[config.mk]
export PLATFORM = sky130hd
export DESIGN_NAME = cdb_arbiter
export DESIGN_NICKNAME = d
export VERILOG_FILES = /design/src/rtl/cdb_arbiter.sv
export SDC_FILE = /design/constraint.sdc
export NUM_CORES = 1
export LEC_CHECK = 0
export CAP_MARGIN = 0
export CORE_AREA = 2 2 132 134
export CTS_CLUSTER_SIZE = 40
export DETAILED_ROUTE_END_ITERATION = 7
export DIE_AREA = 0 0 134 136
export GPL_ROUTABILITY_DRIVEN = 1
export MAX_ROUTING_LAYER = met4
export PLACE_DENSITY = 0.77
export SYNTH_ARGS = -nofsm -noshare
export SYNTH_HDL_FRONTEND = slang
export SYNTH_SLANG_ARGS = --single-unit
[constraint.sdc]
create_clock -name clk -period 5.1 [get_ports clk]
set_input_delay 1.275 -clock clk [delete_from_list [all_inputs] [get_ports clk]]
set_output_delay 1.275 -clock clk [all_outputs]
set_load 0.01 [all_outputs]
[src/rtl/cdb_arbiter.sv]
// Round-robin arbiter sharing one common data bus among NREQ execution units.
// Define CDB_PERF_CNT_EN to build the grant/conflict performance counters.
module cdb_arbiter #(
    parameter int unsigned NREQ = 6,
    parameter int unsigned DW   = 32,
    parameter int unsigned TW   = 4
) (
    input  logic              clk,
    input  logic              rst,
    input  logic              flush,
    input  logic [NREQ-1:0]   req_valid,
    input  logic [NREQ*DW-1:0] req_data,
    input  logic [NREQ*TW-1:0] req_tag,
    output logic [NREQ-1:0]   req_ready,
    output logic              cdb_valid,
    output logic [DW-1:0]     cdb_data,
    output logic [TW-1:0]     cdb_tag,
    output logic [2:0]        cdb_src,
    input  logic              perf_clr,
    output logic [31:0]       perf_grant_cnt,
    output logic [31:0]       perf_conflict_cnt
);
    localparam int unsigned PW = (NREQ > 1) ? $clog2(NREQ) : 1;

    logic [PW-1:0]   ptr_q, ptr_d;
    logic            cdb_valid_q, cdb_valid_d;
    logic [DW-1:0]   cdb_data_q, cdb_data_d;
    logic [TW-1:0]   cdb_tag_q, cdb_tag_d;
    logic [2:0]      cdb_src_q, cdb_src_d;
    logic [NREQ-1:0] gnt;
    logic            gnt_any;
    logic [PW-1:0]   win;

    // Search ptr, ptr+1, ... with wrap; reset and flush suppress every grant.
    always_comb begin : arb
        int unsigned idx;
        gnt     = '0;
        gnt_any = 1'b0;
        win     = '0;
        idx     = 0;
        if (!rst && !flush) begin
            for (int unsigned off = 0; off < NREQ; off++) begin
                idx = 32'(ptr_q) + off;
                if (idx >= NREQ) idx = idx - NREQ;
                if (!gnt_any && req_valid[PW'(idx)]) begin
                    gnt_any = 1'b1;
                    win     = PW'(idx);
                end
            end
        end
        if (gnt_any) gnt[win] = 1'b1;
    end

    always_comb begin
        ptr_d       = ptr_q;
        cdb_valid_d = gnt_any;
        cdb_data_d  = cdb_data_q;
        cdb_tag_d   = cdb_tag_q;
        cdb_src_d   = cdb_src_q;
        if (gnt_any) begin
            ptr_d      = (win == PW'(NREQ - 1)) ? '0 : win + 1'b1;
            cdb_src_d  = 3'(win);
            cdb_data_d = '0;
            cdb_tag_d  = '0;
            for (int unsigned i = 0; i < NREQ; i++) begin
                if (gnt[i]) begin
                    cdb_data_d = req_data[i*DW +: DW];
                    cdb_tag_d  = req_tag[i*TW +: TW];
                end
            end
        end
    end

    always_ff @(posedge clk) begin
        if (rst) begin
            ptr_q       <= '0;
            cdb_valid_q <= 1'b0;
            cdb_data_q  <= '0;
            cdb_tag_q   <= '0;
            cdb_src_q   <= '0;
        end else begin
            ptr_q       <= ptr_d;
            cdb_valid_q <= cdb_valid_d;
            cdb_data_q  <= cdb_data_d;
            cdb_tag_q   <= cdb_tag_d;
            cdb_src_q   <= cdb_src_d;
        end
    end

    // A broadcast still in flight when reset arrives is discarded, not presented.
    assign cdb_valid = cdb_valid_q & ~rst;
    assign cdb_data  = cdb_data_q;
    assign cdb_tag   = cdb_tag_q;
    assign cdb_src   = cdb_src_q;
    assign req_ready = gnt;

`ifdef CDB_PERF_CNT_EN
    logic [31:0] grant_cnt_q, grant_cnt_d;
    logic [31:0] conf_cnt_q, conf_cnt_d;
    logic        conflict;

    always_comb begin
        conflict    = !flush && ($countones(req_valid) >= 2);
        grant_cnt_d = grant_cnt_q;
        conf_cnt_d  = conf_cnt_q;
        if (perf_clr) begin
            grant_cnt_d = '0;
            conf_cnt_d  = '0;
        end else begin
            if (gnt_any && grant_cnt_q != '1) grant_cnt_d = grant_cnt_q + 32'd1;
            if (conflict && conf_cnt_q != '1) conf_cnt_d = conf_cnt_q + 32'd1;
        end
    end

    always_ff @(posedge clk) begin
        if (rst) begin
            grant_cnt_q <= '0;
            conf_cnt_q  <= '0;
        end else begin
            grant_cnt_q <= grant_cnt_d;
            conf_cnt_q  <= conf_cnt_d;
        end
    end

    assign perf_grant_cnt    = grant_cnt_q;
    assign perf_conflict_cnt = conf_cnt_q;
`else
    logic unused_perf_clr;
    assign unused_perf_clr   = perf_clr;
    assign perf_grant_cnt    = '0;
    assign perf_conflict_cnt = '0;
`endif

endmodule

# Yosys cells after proc, flatten, opt, wreduce, memory -nomap -nowiden
# Index checks and enable logic that the tools add are counted.
totals:
  out_inout_bits: 110
  regBits: 43
  elab_cells: 107
classes:
  n_addsub: 12
  n_reduce_logical: 14
  n_lt_le_gt_ge: 14
  n_mux: 59
  n_eq_ne: 1
  bitwise_logic: 2
ops:
  columns: ["operator", "count"]
  rows:
  - ["32-bit 2-to-1 mux", 6]
  - ["3-bit 2-to-1 mux", 20]
  - ["3-bit by 4-bit < comparator with 1-bit output, second input constant", 7]
  - ["4-bit 2-to-1 mux", 6]
  - ["4-bit by 3-bit >= comparator with 1-bit output, second input constant", 5]
  - ["1-bit 2-to-1 mux", 19]
  - ["1-bit binary-select mux with 3-bit select", 6]
  - ["3-bit subtractor, second input constant", 6]
  - ["3-bit by 2-bit adder with 4-bit output, second input constant", 2]
  - ["3-bit by 3-bit adder with 4-bit output, second input constant", 2]
  - ["1-bit logical AND", 7]
  - ["1-bit logical NOT", 7]
  - ["6-bit 2-to-1 mux", 1]
  - ["3-bit by 1-bit adder with 4-bit output, second input constant", 1]
  - ["3-bit by 1-bit adder with 3-bit output, second input constant", 1]
  - ["1-bit demux with 3-bit select", 1]
  - ["3-bit == test, second input constant", 1]
  - ["3-bit by 1-bit >= comparator with 1-bit output, second input constant", 1]
  - ["3-bit >= comparator, second input constant", 1]
  - ["1-bit AND", 1]
  - ["1-bit NOT", 1]

# Depth between registers and ports, before layout
depth:
  word_depth: 38
  mapped_depth: 17
  mapped_depth_nobuf: 12

# Worst setup path after synthesis
# Ideal clock, no wire load.
synth_timing:
  path_type: "flip-flop to output port"
  startpoint: "register ptr_q[0]"
  endpoint: "output req_ready[3]"
  arrival_ns: 3.472
  stages_incl_launch_ff: 15
  required_ns: 3.825
  path_slack_ns: 0.353
  path_cell_list: "dfxtp_1 -> buf_6 -> buf_2 -> inv_2 -> ha_1 -> clkbuf_1 -> mux2i_1 -> mux2_2 -> a221o_1 -> a21oi_1 -> o22ai_1 -> a22o_1 -> a21oi_2 -> buf_2 -> and2_1"
synth_via:
  elab_chain_cells: 32
  word_cells_on_any_way: 76
  cone_classes: "11 x add/sub; 8 x order compare; 46 x mux; 11 x reduce/logical"
synth_lines:
  columns: ["element", "line_no", "rtl"]
  rows:
  - ["start: declaration", "25", "logic [PW-1:0] ptr_q, ptr_d;"]
  - ["start signal: assignment", "82", "ptr_q <= ptr_d;"]
  - ["branches (longest 31 deep; another with 3-bit by 1-bit adder with 4-bit output)", null, null]
  - ["6-bit 2-to-1 mux (*)", "51", "if (gnt_any) gnt[win] = 1'b1;"]
  - ["end: declaration", "14", "output logic [NREQ-1:0] req_ready,"]
# Every way passes the cells marked *. The select of a mux whose other input is x is not followed.

# Worst setup path in the final report
layout_timing:
  startpoint: "input req_valid[0]"
  endpoint: "output req_ready[0]"
layout_via:
  elab_chain_cells: 29
  word_cells_on_any_way: 47
  cone_classes: "2 x order compare; 34 x mux; 11 x reduce/logical"
layout_lines:
  columns: ["element", "line_no", "rtl"]
  rows:
  - ["start: declaration", "11", "input logic [NREQ-1:0] req_valid,"]
  - ["1-bit binary-select mux with 3-bit select", "45", "if (!gnt_any && req_valid[PW'(idx)]) begin"]
  - ["1-bit 2-to-1 mux (implied by the code)", "45", null]
  - ["1-bit 2-to-1 mux", "45", null]
  - ["1-bit 2-to-1 mux", "41", "if (!rst && !flush) begin"]
  - ["1-bit logical NOT", "45", null]
  - ["1-bit logical AND", "45", null]
  - ["1-bit 2-to-1 mux", "45", null]
  - ["1-bit 2-to-1 mux", "41", null]
  - ["[13 not listed]", null, null]
  - ["1-bit logical AND", "45", null]
  - ["3-bit 2-to-1 mux", "45", null]
  - ["3-bit 2-to-1 mux", "41", null]
  - ["3-bit by 4-bit < comparator with 1-bit output (implied by the code) / 3-bit by 1-bit >= comparator with 1-bit output (equally long branches)", "51", null]
  - ["1-bit logical AND (implied by the code)", "51", null]
  - ["1-bit 2-to-1 mux (implied by the code)", "51", null]
  - ["1-bit demux with 3-bit select", "51", null]
  - ["6-bit 2-to-1 mux (*)", "51", null]
# Mark *: on every way between the ends. The rest lies on a longest branch, timed or not. The select of a mux whose other input is x is not followed.

==> flow_metrics.env <==
export IMPL_status="finished, final reports clean"
export IMPL_die_w_um=134
export IMPL_synth_top_area_share_pct=18.9
export IMPL_ir_drop_mv=0.248
export IMPL_clock_sinks=43
export IMPL_cp_num_cells=13
export IMPL_grt_util_all_layers_pct=20.9
export IMPL_ys_types=72
export IMPL_clkLatencyLatePin_ns=0.29
export IMPL_synth_top_family_by_area="compound AO/OA/AOI/OAI gates"
export IMPL_rows=48
export IMPL_drv_cap=0
export IMPL_fin_tns_setup_ns=0
export IMPL_core_area_um2=16900
export IMPL_antenna_found_initial=1
export IMPL_ant_nets=0
export IMPL_overflow=0
export IMPL_place_inst=1024
export IMPL_drtPass1Iterations=4
export IMPL_worstPathCellList="dlygate4sd2_1, mux4_2, nor2_2, o32ai_2, a32o_2, o2111ai_4, a221oi_4, buf_4, buf_4, nor3b_4, buf_6, nor2b_1, buf_2"
export IMPL_port_buffers=270
export IMPL_synth_main_ff_cell="dfxtp_1"
export IMPL_nets=1055
export IMPL_setup_viol=0
export IMPL_routabilityCongestion=0.889
export IMPL_slew_viol_final=0
export IMPL_synth_top_cell_by_area="dfxtp_1"
export IMPL_htreeDepth=2
export IMPL_setup_ws_ns=0.0668
export IMPL_synthCells=527
export IMPL_worstMarginPinSlew_ns=1.16
export IMPL_crit_family="buffers and inverters"
export IMPL_yosys_top_cells_count="buf_4 (68), mux2i_1 (44), dfxtp_1 (43)"
export IMPL_yosys_area_share_simple_pct=8.54
export IMPL_dieArea_um2=18200
export IMPL_grt_max_degree=77
export IMPL_async_flop_share_pct=0
export IMPL_dp_hpwl_um=14900
export IMPL_synth_compound_area_share_pct=31.6
export IMPL_cp_arrival_ns=3.76
export IMPL_synth_mux_area_share_pct=20.9
export IMPL_area_delta_synth_final_pct=71.0
export IMPL_crit_top_cell="buf_4"
export IMPL_ys_warnings_count=0
export IMPL_whs_path_depth=1
export IMPL_relSlewSlack_pct=22.0
export IMPL_synthXorXnorAreaFrac_pct=1.13
export IMPL_cts_buffers=5
export IMPL_startpoint_type="input port"
export IMPL_path_buf_inv=5
export IMPL_worstHoldPathType="reg -> reg"
export IMPL_clock_path_buffers=2
export IMPL_cp_end_kind="primary output"
export IMPL_finalPower_uw=2600
export IMPL_crit_type="in -> out"
export IMPL_routed_via_density=4.97
export IMPL_post_route_min_period_ns=5.03
export IMPL_postSynthAreaPerCell_um2=8.65
export IMPL_finalCritPeriodShare_pct=98.7
export IMPL_hold_buffers=0
export IMPL_final_core_utilization_pct=46.2
export IMPL_fp_dieH_um=136
export IMPL_synth_area_leaders="dfxtp_1 (19%), buf_4 (11%), mux2i_1 (9.7%)"
export IMPL_max_freq_mhz=199
export IMPL_synth_fa_ha_area_share_pct=2.20
export IMPL_grt_pass1_vias=5063
export IMPL_grt_pass1_wl_um=28400
export IMPL_required_ns=3.83
export IMPL_dp_slack_ns=-0.568
export IMPL_routed_wl_um=19200
export IMPL_ios=336
export IMPL_min_from="cdb_src[1]"
export IMPL_finalClockSkew_ns=0.00823
export IMPL_power_leakage_uw=0.00292
export IMPL_ff2ff_path_depth=20
export IMPL_cts_root_buf="clkbuf_16"
export IMPL_wl_per_cell_um=18.3
export IMPL_yosysSeqAreaShare_pct=18.9
export IMPL_initial_core_util_pct=27.0
export IMPL_cts_tree="built"
export IMPL_fillers=1643
export IMPL_r2r_start="ptr_q[1]"
export IMPL_drtIter0Drc=264
export IMPL_synth_most_common_cell="buf_4"
export IMPL_drc=0
export IMPL_power_density_nw_per_um2=333
export IMPL_critPathMaxFanout=4
export IMPL_max_stage_delay_ns=0.53
export IMPL_cts_clk_slew_worst_paths_ns=0.06
export IMPL_cpMaxStageDelayCell="mux4_2"
export IMPL_synth_edf_count=0
export IMPL_synth_seq_cells=43
export IMPL_timing_hold_violations_final=0
export IMPL_fin_cells=1048
export IMPL_vias=5208
export IMPL_crit_start="req_valid[0]"
export IMPL_syn_cell_area_um2=4560
export IMPL_layout_drive_gt1_share_pct=18.6
==> sequential cells by signal, indices dropped and copies added (netlist names) <==
signal	count
cdb_data	32
cdb_src	3
cdb_tag	4
cdb_valid_q	1
ptr_q	3
==> final timing paths <==
kind                       end  slack (ns)
hold reg to reg     cdb_src[1]        0.45
setup / recovery  req_ready[0]        0.07
setup reg to reg   cdb_data[0]        0.97
hold / removal      cdb_src[1]        0.45
==> timing repair <==
action / 4_1_cts / 5_1_grt
pin swaps: 9 / 7
setup buffers: 13 / 2
endpoints found under the hold margin: 0 / 0
endpoints found under the setup margin: 6 / 6
resized for setup: 32 / 15
==> kinds of logic (layout without fill, tap and decap cells) <==
| kind of cell | after synthesis | count (layout) |
|---|---|---|
| other cells | 1 | 65 |
| mux | 88 | 88 |
| fa+ha+maj | 8 | 8 |
| buf+inv | 118 | 350 |
| simple gates | 65 | 65 |
| compound gates | 199 | 199 |
| flops | 43 | 43 |
| xor+xnor | 5 | 5 |
==> final cells by class <==
class / count / area [um2] / area share, %
multi-input combinational: 429 / 3290 / 42.2
timing repair buffer: 334 / 3190 / 40.9
sequential: 43 / 862 / 11.1
tap: 225 / 282 / 3.61
clock buffer: 6 / 129 / 1.65
inverter: 8 / 30.0 / 0.385
clock inverter: 2 / 12.5 / 0.161
antenna: 1 / 2.50 / 0.0321
==> layout by cell type, fill, tap and decap left out, types with 3 or more instances in the layout <==
cell and n:
nor3_1 3, nand3_1 3, conb_1 64, nor2_1 14, o21ai_0 42, nand2b_1 3, o221ai_1 33, clkdlybuf4s50_1 258
clkbuf_16 5, dfxtp_1 42, o21ai_1 3, ha_1 8, a22oi_1 36, a21oi_1 11, buf_2 4, inv_1 6
nor2b_1 4, a31oi_1 37, a31oi_4 3, and2_1 4, buf_12 3, mux2i_1 42, mux2_2 40, nand2_1 8
dlygate4sd2_1 6, buf_4 60, a21o_1 6
==> per-stage QoR <==
stage	cell area, um2	hold WS [ns]
5_1_grt	7790	0.482
3_3_place_gp	7500	0.434
4_1_cts	7740	0.458
2_1_floorplan	4790	0.497
3_5_place_dp	7500	0.443
6_report	7790	0.451
==> metal layers <==
layer  routed length, um  up-vias  track usage, %
met2                9600      205            34.7
met4                 462        0            6.97
met1                7800     2466            25.1
met5                   0        -               -
met3                1310       31            4.81
li1                    -     2506               -
==> report_power, final <==
group          leakage [uW]  switching (uW)  internal [uW]
Sequential         0.000354            33.9            389
Clock             0.0000669             141            181
Combinational       0.00249             898            954
Power figures use the tool's default switching activity.
